<file path="src/rtl/stage_id_pipe.sv">
// rtl/stage_id_pipe.sv - decode stage: register file, load-use detection, ID/EX register
module stage_id_pipe #(
  parameter int DATA_WIDTH = 32,
  parameter int REG_ADDR_W = 5,
  parameter int CTRL_WIDTH = 16,
  parameter int LINK_REG   = 31
) (
  input  logic                  Clk_in,
  input  logic                  Rst_n,
  input  logic [31:0]           Instruction_ID,
  input  logic [DATA_WIDTH-1:0] PCAddResult_in_ID,
  input  logic                  Valid_in_ID,
  input  logic [CTRL_WIDTH-1:0] Ctrl_in_ID,
  input  logic [REG_ADDR_W-1:0] DestReg_in_ID,
  input  logic                  MemRead_in_ID,
  input  logic                  UsesRs_in_ID,
  input  logic                  UsesRt_in_ID,
  input  logic                  JAL_in_ID,
  input  logic                  RegWrite_in,
  input  logic [REG_ADDR_W-1:0] WriteRegister_in,
  input  logic [DATA_WIDTH-1:0] WriteData_in,
  input  logic                  Hold_in,
  input  logic                  Flush_in,
  output logic                  Stall_out_ID,
  output logic                  Valid_out_EX,
  output logic [CTRL_WIDTH-1:0] Ctrl_out_EX,
  output logic                  MemRead_out_EX,
  output logic [REG_ADDR_W-1:0] DestReg_out_EX,
  output logic [DATA_WIDTH-1:0] ReadData1_out_EX,
  output logic [DATA_WIDTH-1:0] ReadData2_out_EX,
  output logic [DATA_WIDTH-1:0] SignExt_out_EX,
  output logic [DATA_WIDTH-1:0] PCAddResult_out_EX,
  output logic [REG_ADDR_W-1:0] rs_out_EX,
  output logic [REG_ADDR_W-1:0] rt_out_EX,
  output logic [REG_ADDR_W-1:0] rd_out_EX
);

  localparam int NREG = 2 ** REG_ADDR_W;
  localparam logic [REG_ADDR_W-1:0] LINK_IDX = REG_ADDR_W'(LINK_REG);

  logic [REG_ADDR_W-1:0] rs, rt, rd;
  logic [DATA_WIDTH-1:0] regs [NREG];
  logic [DATA_WIDTH-1:0] rd1, rd2, sext;
  logic                  wb_en, link_en, load_use;
  logic                  unused_bits;

  assign rs = Instruction_ID[21 +: REG_ADDR_W];
  assign rt = Instruction_ID[16 +: REG_ADDR_W];
  assign rd = Instruction_ID[11 +: REG_ADDR_W];
  assign unused_bits = ^Instruction_ID[31:26];
  assign sext = {{(DATA_WIDTH-16){Instruction_ID[15]}}, Instruction_ID[15:0]};

  assign wb_en = RegWrite_in && (WriteRegister_in != '0);

  // Write-through: a WB write in this cycle is visible to the current read.
  always_comb begin
    rd1 = regs[rs];
    rd2 = regs[rt];
    if (rs == '0)
      rd1 = '0;
    else if (wb_en && (WriteRegister_in == rs))
      rd1 = WriteData_in;
    if (rt == '0)
      rd2 = '0;
    else if (wb_en && (WriteRegister_in == rt))
      rd2 = WriteData_in;
  end

  assign load_use = Valid_out_EX && MemRead_out_EX && (DestReg_out_EX != '0) && Valid_in_ID &&
                    ((UsesRs_in_ID && (rs == DestReg_out_EX)) ||
                     (UsesRt_in_ID && (rt == DestReg_out_EX)));

  assign Stall_out_ID = !Flush_in && (Hold_in || load_use);
  assign link_en      = Valid_in_ID && JAL_in_ID && !Flush_in && !Stall_out_ID;

  // Link write is placed last so it overrides a same-cycle WB to the link register.
  always_ff @(posedge Clk_in or negedge Rst_n) begin
    if (!Rst_n) begin
      for (int i = 0; i < NREG; i++) regs[i] <= '0;
    end else begin
      if (wb_en) regs[WriteRegister_in] <= WriteData_in;
      if (link_en) regs[LINK_IDX] <= PCAddResult_in_ID;
    end
  end

  always_ff @(posedge Clk_in or negedge Rst_n) begin
    if (!Rst_n) begin
      Valid_out_EX       <= 1'b0;
      Ctrl_out_EX        <= '0;
      MemRead_out_EX     <= 1'b0;
      DestReg_out_EX     <= '0;
      ReadData1_out_EX   <= '0;
      ReadData2_out_EX   <= '0;
      SignExt_out_EX     <= '0;
      PCAddResult_out_EX <= '0;
      rs_out_EX          <= '0;
      rt_out_EX          <= '0;
      rd_out_EX          <= '0;
    end else if (Flush_in || (!Hold_in && load_use)) begin
      Valid_out_EX   <= 1'b0;
      Ctrl_out_EX    <= '0;
      MemRead_out_EX <= 1'b0;
    end else if (!Hold_in) begin
      Valid_out_EX       <= Valid_in_ID;
      Ctrl_out_EX        <= Valid_in_ID ? Ctrl_in_ID : '0;
      MemRead_out_EX     <= Valid_in_ID && MemRead_in_ID;
      DestReg_out_EX     <= DestReg_in_ID;
      ReadData1_out_EX   <= rd1;
      ReadData2_out_EX   <= rd2;
      SignExt_out_EX     <= sext;
      PCAddResult_out_EX <= PCAddResult_in_ID;
      rs_out_EX          <= rs;
      rt_out_EX          <= rt;
      rd_out_EX          <= rd;
    end
  end

endmodule

</file>
<file path="config.mk">
export PLATFORM = sky130hd
export DESIGN_NAME = stage_id_pipe
export DESIGN_NICKNAME = d
export VERILOG_FILES = /design/src/rtl/stage_id_pipe.sv
export SDC_FILE = /design/constraint.sdc
export NUM_CORES = 2
export LEC_CHECK = 0
export CAP_MARGIN = 25
export CORE_ASPECT_RATIO = 0.75
export CORE_MARGIN = 2
export CORE_UTILIZATION = 50
export CTS_CLUSTER_SIZE = 12
export DETAILED_ROUTE_END_ITERATION = 16
export GPL_TIMING_DRIVEN = 1
export PLACE_DENSITY = 0.68
export SYNTH_ARGS = -nofsm -noshare
export SYNTH_HDL_FRONTEND = slang
export SYNTH_SLANG_ARGS = --single-unit
</file>
<file path="constraint.sdc">
create_clock -name Clk_in -period 2.57 [get_ports Clk_in]
set_clock_uncertainty 0.05 [all_clocks]
set_input_delay 0.257 -clock Clk_in [delete_from_list [all_inputs] [get_ports Clk_in]]
set_output_delay 0.257 -clock Clk_in [all_outputs]
set_load 0.02 [all_outputs]
</file>
==> results.toml <==
[floorplan]
rows = 109
die_w_um = 403
die_h_um = 303
start_util_pct = 50.5
io_pins = 299
core-area_um2 = 118000
dieArea_um2 = 122000

[worst_setup_path]
crit_path_end_kind = "output port"
critical_path_required_ns = 2.26
worst_ep_arrival_time_ns = 2.53
criticalPathCategory = "register to output port"
start_kind = "register"
cp_max_fo = 4

[final_layout]
final_common_cell = "dfrtp_1"
nets = 4662
area_growth_syn_to_layout_pct = 21.7
layout_common_cells = "dfrtp_1 (1,166), mux2_2 (1,021), mux4_2 (383)"
layout-drive-gt1-share_pct = 47.8
utilization_pct = 61.5

[grt]
grt-ovfl-total = 0
grt_max_degree = 92
grt_pass1_vias = 43047
antenna_found_initial = 2
grtUsageTotal_pct = 33.9
grt_pass1_wl_mm = 301

[power]
ir_drop_mv = 0.598
p_per_area_nw_per_um2 = 735
p_leak_nw = 31.4

[synthesis]
synth-main-ff-cell = "dfrtp_1"
synthArstFlopShare_pct = 100
synth_cell_types = 52
synth_top_family_by_area = "multiplexers"
syn-instance-count = 4063
muxShareOfSynthArea_pct = 38.6
synth_xor_area_share_pct = 0.294
synth-simple-area-share_pct = 1.01
avgSynthCellArea_um2 = 14.7
synth_edf_count = 0
seq_area_frac_synth_pct = 49.0
synthAdderAreaFrac_pct = 0
synth_nets = 4195
synth-seq-cells = 1169
synth_compound_area_share_pct = 7.46
yosysWarnings = 0
netlist_area_um2 = 59600

[timing]
period_share_pct = 110
worstMarginPinSlew_ns = 0.909
worst_slack_ns = -0.266
fin_tns_setup_ns = -20.31
rsz0062_at_grt = "true"
max_freq_mhz = 353
maxSlewViolCount = 0
min_period_ns = 2.84
holdWs_ns = 0.0798
setup_viol = 145
slew_headroom_pct = 39.2
finalHoldViolations = 0

[place]
routabilityCongestion = 0.943
pre_cts_slack_ns = -0.688
hpwlAfterDp_mm = 138
io_buffers = 292

[clock_network]
clockBufferDepth = 3
clk_pin_slew_worst_paths_ns = 0.06
cts_tree = "built"
numCtsBuffers = 117
cts_sinks = 1169
clk_latency_ns = 0.74
cts-root-buf = "clkbuf_16"
cts_max_level = 3

[status]
status = "complete, but fails checks"
violations = "setup timing"

[job]
cap_viol_max_count = 0

[route]
firstDrtPassIters = 6
avgRoutedWirePerCell_um = 33.9
viasPerCell = 6.86
finalWirelength_mm = 209
num_vias = 42264
drt_iter0_drc = 4689
postRouteAntennaNets = 0
drc = 0

[hold_path]
hp-class = "primary input to register"
[sequential cells by signal (all words and copies together) (netlist names)]
| name | count |
|---|---|
| regs | 1024 |
| PCAddResult_out_EX | 32 |
| ReadData1_out_EX | 32 |
| ReadData2_out_EX | 32 |
| Ctrl_out_EX | 16 |
| SignExt_out_EX | 16 |
| DestReg_out_EX | 5 |
| rs_out_EX | 5 |
| rt_out_EX | 5 |
| MemRead_out_EX | 1 |
| Valid_out_EX | 1 |
[per-layer routing]
layer,GRT usage (%),part of all wire [%]
met1,48.1,41
met2,50.0,44
met3,9.83,11
met4,12.7,4.1
met5,0,0.011
[synthesized netlist by cell type (all sizes together) (4+ instances only)]
cell / n / area [µm²]
clkbuf: 272 / 1020
buf: 210 / 1100
a22oi: 63 / 473
mux2: 1022 / 11500
xor2: 14 / 123
nand2: 26 / 97.6
nor4: 4 / 25.0
mux2i: 289 / 2890
nor3: 5 / 25.0
o221ai: 63 / 552
a21oi: 67 / 335
o22ai: 63 / 394
a22o: 81 / 709
nor2b: 5 / 31.3
a2111oi: 36 / 315
nand3b: 6 / 45.0
nor3b: 6 / 55.1
a221o: 64 / 641
dfrtp: 1169 / 29300
nor2: 57 / 216
mux4: 383 / 8630
xnor2: 6 / 52.6
a211oi: 119 / 893
[repair_timing]
action	4_1_cts	5_1_grt
hold endpoints to repair	702	0
setup endpoints to repair	143	146
pin swaps	10	11
cloned	0	7
buffers inserted	6	6
hold buffers	3	0
gates resized for setup	25	31
[per-stage QoR]
step	cells	power (mW)	area (µm²)
floorplan	4063	31.5	59600
global placement	5946	36.1	68400
detailed placement	5947	36.5	68400
CTS	6150	53.2	72200
global route	6160	55.3	72600
finish	6162	53.4	72600
[kinds of logic after synthesis]
kind of cell              after synthesis
AOI/OAI and AO/OA                     570
xor gates and xnor gates               20
buffers and inverters                 485
DFF                                  1169
muxes                                1694
and+or+nand+nor                       125
[where the power goes]
group / internal [mW] / total [mW] / switching [mW]
Combinational: 6.93 / 12.0 / 5.07
Clock: 9.29 / 16.7 / 7.44
Sequential: 21.8 / 24.6 / 2.82
Total: 38.1 / 53.4 / 15.3
[critical path, cell delays in order, from the launching register on]
cell and delay [ns]:
dfrtp_2 0.48, buf_6 0.15, xor2_2 0.18, nor4_4 0.28, a32oi_4 0.19, nor2_4 0.19
nor2_1 0.06, nor2_1 0.11, buf_4 0.16
[path summary, 6_finish.rpt]
check                                               from                                 end  slack (ns)  cells after the start
hold / removal                          DestReg_in_ID[2]       DestReg_out_EX[2]$_DFFE_PN0P_        0.08                      2
setup / recovery           DestReg_out_EX[3]$_DFFE_PN0P_                        Stall_out_ID       -0.27                      8
min in group asynchronous                          Rst_n  PCAddResult_out_EX[27]$_DFFE_PN0P_        0.51                      3
max in group asynchronous                          Rst_n               regs[103]$_DFFE_PN0P_        0.81                      4
setup reg to reg           DestReg_out_EX[3]$_DFFE_PN0P_  PCAddResult_out_EX[15]$_DFFE_PN0P_       -0.20                     11
hold reg to reg                    regs[994]$_DFFE_PN0P_               regs[994]$_DFFE_PN0P_        0.35                      0
[cell type report]
type	count	area, µm²
Fill cell	8885	45500
Multi-Input combinational cell	2409	28700
Tap cell	1554	1940
Inverter	3	11.3
Timing Repair Buffer	830	9070
Antenna cell	2	5.00
Clock inverter	20	169
Sequential cell	1169	29300
Clock buffer	175	3430
Note: power is estimated with default switching activity, not from simulation.
